==> src/rtl/jtframe_rom_arb_if.sv <==
// SDRAM read channel between the ROM arbiter (master) and the frame SDRAM controller (slave).
interface jtframe_rom_arb_if #(
  parameter int AW = 22
);
  logic          sdram_req;
  logic          sdram_ack;
  logic          data_rdy;
  logic [AW-1:0] sdram_addr;
  logic [31:0]   data_read;

  modport master (
    output sdram_req, sdram_addr,
    input  sdram_ack, data_rdy, data_read
  );

  modport slave (
    input  sdram_req, sdram_addr,
    output sdram_ack, data_rdy, data_read
  );
endinterface

==> src/rtl/jtframe_rom_arb.sv <==
// N-slot SDRAM read arbiter: each slot keeps a one-line (two 16-bit words) cache and
// misses are served one at a time with fixed or round-robin priority.
module jtframe_rom_arb #(
  parameter int              SLOTS    = 9,
  parameter int              AW       = 22,
  parameter int              RR       = 0,
  parameter logic [SLOTS-1:0] VBL_ONLY = '0
) (
  input  logic                clk,
  input  logic                rst_n,
  input  logic                vblank,
  input  logic                flush,
  input  logic                downloading,
  input  logic [SLOTS-1:0]    slot_cs,
  input  logic [SLOTS*AW-1:0] slot_addr,
  output logic [SLOTS*32-1:0] slot_dout,
  output logic [SLOTS-1:0]    slot_ok,
  output logic                refresh_en,
  jtframe_rom_arb_if.master   sdram
);

  localparam int GW = (SLOTS > 1) ? $clog2(SLOTS) : 1;

  typedef enum logic [1:0] {IDLE, WAIT_ACK, WAIT_RDY} state_t;

  state_t          state, state_nx;
  logic [SLOTS-1:0] valid, hit, miss;
  logic [AW-2:0]   tag [SLOTS];
  logic [GW-1:0]   gnt, rr_ptr, winner;
  logic            grant_en, fill_en;

  function automatic int wrap(input int v);
    return (v >= SLOTS) ? v - SLOTS : v;
  endfunction

  always_comb begin
    for (int i = 0; i < SLOTS; i++) begin
      hit[i]  = valid[i] && (tag[i] == slot_addr[i*AW+1 +: AW-1]);
      miss[i] = slot_cs[i] & ~hit[i] & (~VBL_ONLY[i] | vblank);
    end
  end

  assign slot_ok    = slot_cs & hit & {SLOTS{~downloading}};
  assign refresh_en = (state == IDLE) & ~|miss;

  // Loops run from the far end so the preferred candidate is the last one written.
  always_comb begin
    winner = '0;
    if (RR == 0) begin
      for (int i = SLOTS-1; i >= 0; i--)
        if (miss[i]) winner = GW'(i);
    end else begin
      for (int k = SLOTS; k >= 1; k--)
        if (miss[wrap(int'(rr_ptr) + k)]) winner = GW'(wrap(int'(rr_ptr) + k));
    end
  end

  // NOTE: every signal driven here gets a default first, so no path can infer a latch.
  always_comb begin
    state_nx = state;
    grant_en = 1'b0;
    fill_en  = 1'b0;
    if (downloading) begin
      state_nx = IDLE;
    end else begin
      case (state)
        IDLE: if (|miss) begin
          grant_en = 1'b1;
          state_nx = WAIT_ACK;
        end
        WAIT_ACK: if (sdram.sdram_ack) begin
          if (sdram.data_rdy) begin
            fill_en  = 1'b1;
            state_nx = IDLE;
          end else begin
            state_nx = WAIT_RDY;
          end
        end
        WAIT_RDY: if (sdram.data_rdy) begin
          fill_en  = 1'b1;
          state_nx = IDLE;
        end
        default: state_nx = IDLE;
      endcase
    end
  end

  // NOTE: sequential state uses non-blocking assignments so every register samples pre-edge values.
  always_ff @(posedge clk or negedge rst_n) begin
    if (!rst_n) state <= IDLE;
    else        state <= state_nx;
  end

  // NOTE: the tag/data lines are real registers with a defined reset value, not a RAM, so they are reset.
  always_ff @(posedge clk or negedge rst_n) begin
    if (!rst_n) begin
      valid            <= '0;
      slot_dout        <= '0;
      sdram.sdram_req  <= 1'b0;
      sdram.sdram_addr <= '0;
      gnt              <= '0;
      rr_ptr           <= '0;
      for (int i = 0; i < SLOTS; i++) tag[i] <= '0;
    end else begin
      sdram.sdram_req <= (state_nx == WAIT_ACK);
      if (grant_en) begin
        gnt              <= winner;
        rr_ptr           <= winner;
        sdram.sdram_addr <= {slot_addr[int'(winner)*AW+1 +: AW-1], 1'b0};
      end
      // The fill always uses the address latched at grant, even if the slot moved on.
      if (fill_en) begin
        slot_dout[int'(gnt)*32 +: 32] <= sdram.data_read;
        tag[gnt]                      <= sdram.sdram_addr[AW-1:1];
      end
      if (downloading || flush) valid      <= '0;
      else if (fill_en)         valid[gnt] <= 1'b1;
    end
  end

endmodule

==> src/flat_wrapper.sv <==
// flat-port wrapper written by rule: the top's interface ports become plain ports
module jtframe_rom_arb_flat 
#(
  parameter int              SLOTS    = 9,
  parameter int              AW       = 22,
  parameter int              RR       = 0,
  parameter logic [SLOTS-1:0] VBL_ONLY = '0
)
  (clk, rst_n, vblank, flush, downloading, slot_cs, slot_addr, slot_dout, slot_ok, refresh_en, sdram_sdram_req, sdram_sdram_addr, sdram_sdram_ack, sdram_data_rdy, sdram_data_read);
  jtframe_rom_arb_if #(.AW(AW)) sdram_i ();
  input  logic clk;
  input  logic rst_n;
  input  logic vblank;
  input  logic flush;
  input  logic downloading;
  input  logic [SLOTS-1:0] slot_cs;
  input  logic [SLOTS*AW-1:0] slot_addr;
  output logic [SLOTS*32-1:0] slot_dout;
  output logic [SLOTS-1:0] slot_ok;
  output logic refresh_en;
  output wire logic [$bits(sdram_i.sdram_req)-1:0] sdram_sdram_req;
  output wire logic [$bits(sdram_i.sdram_addr)-1:0] sdram_sdram_addr;
  input wire logic [$bits(sdram_i.sdram_ack)-1:0] sdram_sdram_ack;
  input wire logic [$bits(sdram_i.data_rdy)-1:0] sdram_data_rdy;
  input wire logic [$bits(sdram_i.data_read)-1:0] sdram_data_read;
  assign sdram_sdram_req = sdram_i.sdram_req;
  assign sdram_sdram_addr = sdram_i.sdram_addr;
  assign sdram_i.sdram_ack = sdram_sdram_ack;
  assign sdram_i.data_rdy = sdram_data_rdy;
  assign sdram_i.data_read = sdram_data_read;
  jtframe_rom_arb #(.SLOTS(SLOTS), .AW(AW), .RR(RR), .VBL_ONLY(VBL_ONLY)) u_core (.clk(clk), .rst_n(rst_n), .vblank(vblank), .flush(flush), .downloading(downloading), .slot_cs(slot_cs), .slot_addr(slot_addr), .slot_dout(slot_dout), .slot_ok(slot_ok), .refresh_en(refresh_en), .sdram(sdram_i));
endmodule
==> config.mk <==
export PLATFORM = sky130hd
export DESIGN_NAME = jtframe_rom_arb_flat
export DESIGN_NICKNAME = d
export VERILOG_FILES = /design/src/rtl/jtframe_rom_arb_if.sv /design/src/rtl/jtframe_rom_arb.sv /design/src/flat_wrapper.sv
export SDC_FILE = /design/constraint.sdc
export NUM_CORES = 1
export LEC_CHECK = 0
export ABC_CLOCK_PERIOD_IN_PS = 4200
export CAP_MARGIN = 20
export CORE_AREA = 2 2 218 220
export CTS_BUF_LIST = sky130_fd_sc_hd__clkbuf_16
export DETAILED_ROUTE_END_ITERATION = 8
export DIE_AREA = 0 0 220 222
export PLACE_DENSITY = 0.92
export SKIP_CTS_REPAIR_TIMING = 1
export SLEW_MARGIN = 20
export SYNTH_ARGS = -nofsm -noshare
export SYNTH_HDL_FRONTEND = slang
export SYNTH_SLANG_ARGS = --single-unit
==> constraint.sdc <==
create_clock -name clk -period 4.2 [get_ports clk]
set_input_delay 0.84 -clock clk [delete_from_list [all_inputs] [get_ports clk]]
set_output_delay 0.84 -clock clk [all_outputs]
set_load 0.05 [all_outputs]
; ---- Word-level counts from Yosys, hierarchy flattened
; Cells that the tools add are included.
[totals]
reg_bits = 514
ram_bits = 0
latch_bits = 0
romBits = 0
elab_cells = 107
input_bits = 246
memories = 0
output_inout_bits = 321
[classes]
bitwise = 24
div_mod_pow = 0
n_mul = 1
eq_ne = 12
addsub = 2
magnitude_cmp = 4
n_mux = 30
reduce_logical = 16
shifts = 3
[op_table]
columns = cell, n
row1 = 288-bit bitwise mux, 1
row2 = "32-bit by 33-bit variable shift with 288-bit output, first input constant", 1
row3 = 32-bit by 33-bit indexed part select with 288-bit output, 1
row4 = 198-bit by 32-bit indexed part select with 21-bit output, 1
row5 = 189-bit bitwise mux, 1
row6 = 21-bit == test, 9
row7 = 21-bit demux with 4-bit select, 1
row8 = 4-bit two-way mux, 9
row9 = 9-bit negator with 33-bit output, 1
row10 = "32-bit by 2-bit adder with 32-bit output, second input constant", 1
row11 = 21-bit two-way mux, 1
row12 = 9-bit AND, 2
row13 = 9-bit two-way mux, 2
row14 = 1-bit logical AND, 11
row15 = 1-bit AND, 10
row16 = 2-bit two-way mux, 5
row17 = 1-bit inverter, 10
row18 = 9-bit OR, 1
row19 = 9-bit OR reduction, 1
row20 = "4-bit by 4-bit multiplier with 8-bit output, second input constant", 1
row21 = 1-bit two-way mux, 7
row22 = 2-bit case mux with 3 select lines, 1
row23 = "5-bit greater-or-equal comparator, second input constant", 1
row24 = "4-bit by 5-bit less-than comparator with 1-bit output, second input constant", 1
row25 = other kinds (11), 12

; ---- Depth between registers and ports, before layout
; Gate-level depths: netlist of the first run.
[logic_depth]
word_depth = 16
mapped_depth = 12

; ---- Least setup slack after synthesis of the first run
; OpenSTA, ideal clock, no wires.
[synth_path]
kind = input port to output port
from = in slot_addr[96]
to = out refresh_en
required_ps = 3360
path_stages = 7
n_path_buf = 0
arrival_time_ps = 2700
path_slack_ps = 660
cell_sequence = xor2_1 -> nor4_1 -> and3_1 -> a31oi_2 -> a2111oi_4 -> and4_1 -> and2_1
[synth_between]
elab_chain_len = 7
[synth_lines]
columns = item, line
row1 = start: declaration, flat_wrapper.sv:17  ; input logic [SLOTS*AW-1:0] slot_addr;
row2 = 21-bit == test, jtframe_rom_arb.sv:38  ; hit[i] = valid[i] && (tag[i] == slot_addr[i*AW+1 +: AW-1]);
row3 = 1-bit logical AND, jtframe_rom_arb.sv:38
row4 = 1-bit inverter, jtframe_rom_arb.sv:39  ; miss[i] = slot_cs[i] & ~hit[i] & (~VBL_ONLY[i] | vblank);
row5 = 1-bit AND, jtframe_rom_arb.sv:39
row6 = 9-bit OR reduction, jtframe_rom_arb.sv:44  ; assign refresh_en = (state == IDLE) & ~|miss;
row7 = 1-bit logical NOT, jtframe_rom_arb.sv:44
row8 = 1-bit AND, jtframe_rom_arb.sv:44
row9 = end: declaration, flat_wrapper.sv:20  ; output logic refresh_en;
; Every way passes these cells.

; ---- Worst setup path after layout of the first run
[layout_path]
from = in slot_addr[19]
to = out refresh_en
; The elaborated chain is that of the path after synthesis.

==> impl_metrics.csv, run 1 <==
group,metric,value,unit
outcome,status,"finished, final reports clean",
logic_synthesis,synth-edff-count,0,
critical_path,worst_setup_path_start_kind,"primary input",
sta,hold_viol,0,
sta,slew_viol_final,0,
placed_design,gp_congestion,1.01,
global_route,grt_antenna_before_repair,2,
logic_synthesis,syn_area,23400,µm²
route,drtIter0Drc,2532,
logic_synthesis,synthCells,2155,
global_route,grt_usage,40.2,%
layout,nets,3018,
logic_synthesis,ys_seq_area_share,54.9,%
hold_path,min_path_type,"in -> async",
clock_tree,numCtsBuffers,53,
logic_synthesis,synth_top_family_by_area,"multiplexers",
logic_synthesis,async_flop_share,100,%
placed_design,port-buffer-count,555,
logic_synthesis,syn_nets,2410,
route,drt_pass1_iterations,6,
route,via_per_inst,6.23,
route,wire_per_inst,29.0,µm
clock_tree,cts_buffer_depth,3,
sta,fin_skew,0.0157,ns
critical_path,critPathCaptureType,"output port",
sta,setup_viol,0,
sta,period_needed,4.17,ns
clock_tree,cts_tree,"built",
global_route,grt_pass1_vias,21600,
floorplan,core_area,46300,µm²
logic_synthesis,synth_seq_cells,514,
sta,fmaxAchievable,240,MHz
pwr,power_leakage,0.0144,µW
critical_path,cp.arrival,3.33,ns
logic_synthesis,yosys.area_share.simple,11.0,%
critical_path,critPathKind,"in -> out",
pwr,power,12700,µW
placed_design,dp_slack,-0.108,ns
floorplan,rows,79,
pwr,peakVddDrop,0.000407,V
route,ant_nets,0,
pwr,powerDensity,394,nW/µm²
logic_synthesis,synth_mux_area_share,12.8,%
sta,slew-limit-headroom,23.2,%
sta,period_share,99.3,%
route,via_count,21300,
clock_tree,cts_max_level,2,
logic_synthesis,synth_fa_ha_area_share,0.480,%
layout,drive_gt1_share,18.1,%
floorplan,io_pins,567,
logic_synthesis,synth-compound-area-share,11.1,%
route,wirelength,98900,µm
route,met3_length,11800,µm
run,cap_violations,0,
route,highest_layer,"met4",
layout,fill_cells,3010,
clock_tree,clkSlewWorstSetupHoldPaths,0.06,ns
critical_path,cp_max_fo,3,
floorplan,die_x,220,µm
global_route,grt_first_pass_wirelength,143000,µm
global_route,grt_max_degree,111,
sta,fin_ws,0.0285,ns
clock_tree,clkSinkCount,514,
floorplan,dieHeight,222,µm
route,drcViolationCount,0,
placed_design,hpwl,69700,µm
sta,worst_pin_slew,1.15,ns
clock_tree,root_buffer,"clkbuf_16",
logic_synthesis,ys_types,58,
floorplan,initial_core_util,50.7,%
global_route,grt_remaining_overflow,0,
clock_tree,clk_latency,0.61,ns
route,route.met2.wl,45600,µm
logic_synthesis,ys.flop_type,"dfrtp_1",
logic_synthesis,avgSynthCellArea,10.9,µm²
floorplan,die_area,48800,µm²
logic_synthesis,yosys_warnings,0,
layout,synthToLayoutAreaGrowth,37.8,%
critical_path,crit_required,3.36,ns
route,wl_met1,33800,µm
logic_synthesis,synth_xor_area_share,7.10,%
-- final timing paths --
kind	start	to	slack [ns]	cells after the start
max in group asynchronous	rst_n	u_core.tag[27]	2.67	2
worst min register to register	u_core.slot_dout[65]	u_core.slot_dout[65]	0.47	2
min in group clk	u_core.slot_dout[65]	u_core.slot_dout[65]	0.47	2
worst max register to register	u_core.tag[125]	u_core.sdram.sdram_addr[19]	0.81	11
worst max-delay path	slot_addr[19]	refresh_en	0.03	9
worst min-delay path	rst_n	u_core.tag[11]	0.24	1
-- through the flow --
stage | TNS, ns | utilization [%] | area (µm²) | hold WS [ns] | instances
after floorplan | 0 | - | 23400 | 0.456 | 2155
after global placement | -0.217 | 65.9 | 30500 | 0.462 | 3315
after detailed placement | -0.350 | 65.9 | 30500 | 0.470 | 3315
after CTS | -0.0694 | 69.7 | 32300 | 0.271 | 3413
after global routing | -0.0393 | 69.8 | 32300 | 0.272 | 3413
final | 0 | 69.8 | 32300 | 0.237 | 3415
-- Yosys cell counts (3+ instances only) --
master / count / area, µm²
dfrtp_1: 514 / 12900
nand2_1: 399 / 1500
o21ai_0: 265 / 1330
mux2_2: 253 / 2850
xnor2_1: 154 / 1350
clkbuf_1: 98 / 368
and3_1: 41 / 257
nand4_1: 38 / 238
xor2_1: 36 / 315
a211o_1: 32 / 280
a21oi_1: 32 / 160
nor2_1: 29 / 109
nor3_1: 28 / 140
inv_1: 25 / 93.8
buf_1: 23 / 86.3
a31oi_1: 18 / 113
nand3_1: 18 / 90.1
a221oi_1: 16 / 140
a31o_1: 16 / 140
mux2i_1: 16 / 160
nor4_1: 10 / 62.6
o211ai_1: 10 / 75.1
ha_1: 9 / 113
a211oi_1: 7 / 52.6
buf_2: 7 / 35.0
a31o_2: 6 / 52.6
a32oi_1: 5 / 43.8
nand3b_1: 5 / 37.5
nand2b_1: 4 / 25.0
nor2b_1: 3 / 18.8
o21a_1: 3 / 22.5
-- layout make-up --
cell class,count,area (µm²),area share [%]
timing repair buffer,685,6730,20.8
inverter,26,97.6,0.302
clock inverter,43,405,1.26
clock buffer,55,1380,4.26
antenna,2,5.00,0.0155
multi-input combinational,1483,10100,31.1
tap,607,759,2.35
sequential,514,12900,39.8
-- cells in the final DEF (no fill, tap or decap), types with 6 or more instances in the layout --
cell type and count:
a211o_1 32, clkdlybuf4s50_1 542, xor2_1 36, bufinv_16 8
nor2_1 26, a221oi_1 16, nand3_1 9, inv_1 36
nand4_1 38, dfrtp_1 513, a31o_1 16, nand3_2 9
a211oi_1 7, a31o_2 6, buf_4 123, mux2i_1 16
buf_12 17, a21oi_1 31, ha_1 9, xnor2_1 154
o21ai_0 265, a31oi_1 18, and3_1 41, clkbuf_16 55
nor4_1 7, mux2_2 253, nor3_1 28, o211ai_1 10
clkinv_2 8, clkinv_1 10, nand2_1 399
-- sequential cells by signal, summed over array words and instances (netlist names) --
signal and cells:
u_core.slot_dout 288, u_core.tag 189, u_core.sdram.sdram_addr 21, u_core.valid 9
u_core.gnt 4, u_core.state 2, u_core.sdram.sdram_req 1
-- worst max-delay path, cell delays in order --
cell and delay (ns):
clkdlybuf4s50_1 0.56, xor2_1 0.22, nor4_1 0.34, and3_1 0.29, a31oi_1 0.20, a21oi_1 0.24, and4_4 0.30, and2_1 0.18
buf_12 0.14
-- report_power, final --
group	leakage [µW]	total, µW	internal [µW]	switching [µW]
clock	0.000902	4920	2850	2070
combinational	0.00642	2340	883	1460
sequential	0.00710	5440	5180	261
-- logic make-up (layout without fill, tap and decap cells) --
group | count (synthesis) | after routing
xor+xnor | 190 | 190
simple gates | 587 | 587
mux | 269 | 269
fa+ha+maj | 9 | 9
buf+inv | 158 | 809
compound gates | 427 | 427
flops | 514 | 514
other cells | 1 | 3
-- per-layer routing --
layer	global-route usage (%)	vias up
li1	-	8688
met1	47.8	10500
met2	63.4	1646
met3	12.3	442
met4	25.4	0
met5	0	-
Power figures use the tool's default switching activity.
==> run 2: changes to the inputs <==
Settings changed: GPL_ROUTABILITY_DRIVEN set to 1.
==> results of run 2 <==
The final DEF is identical to that of run 1; final timing and power are the same.
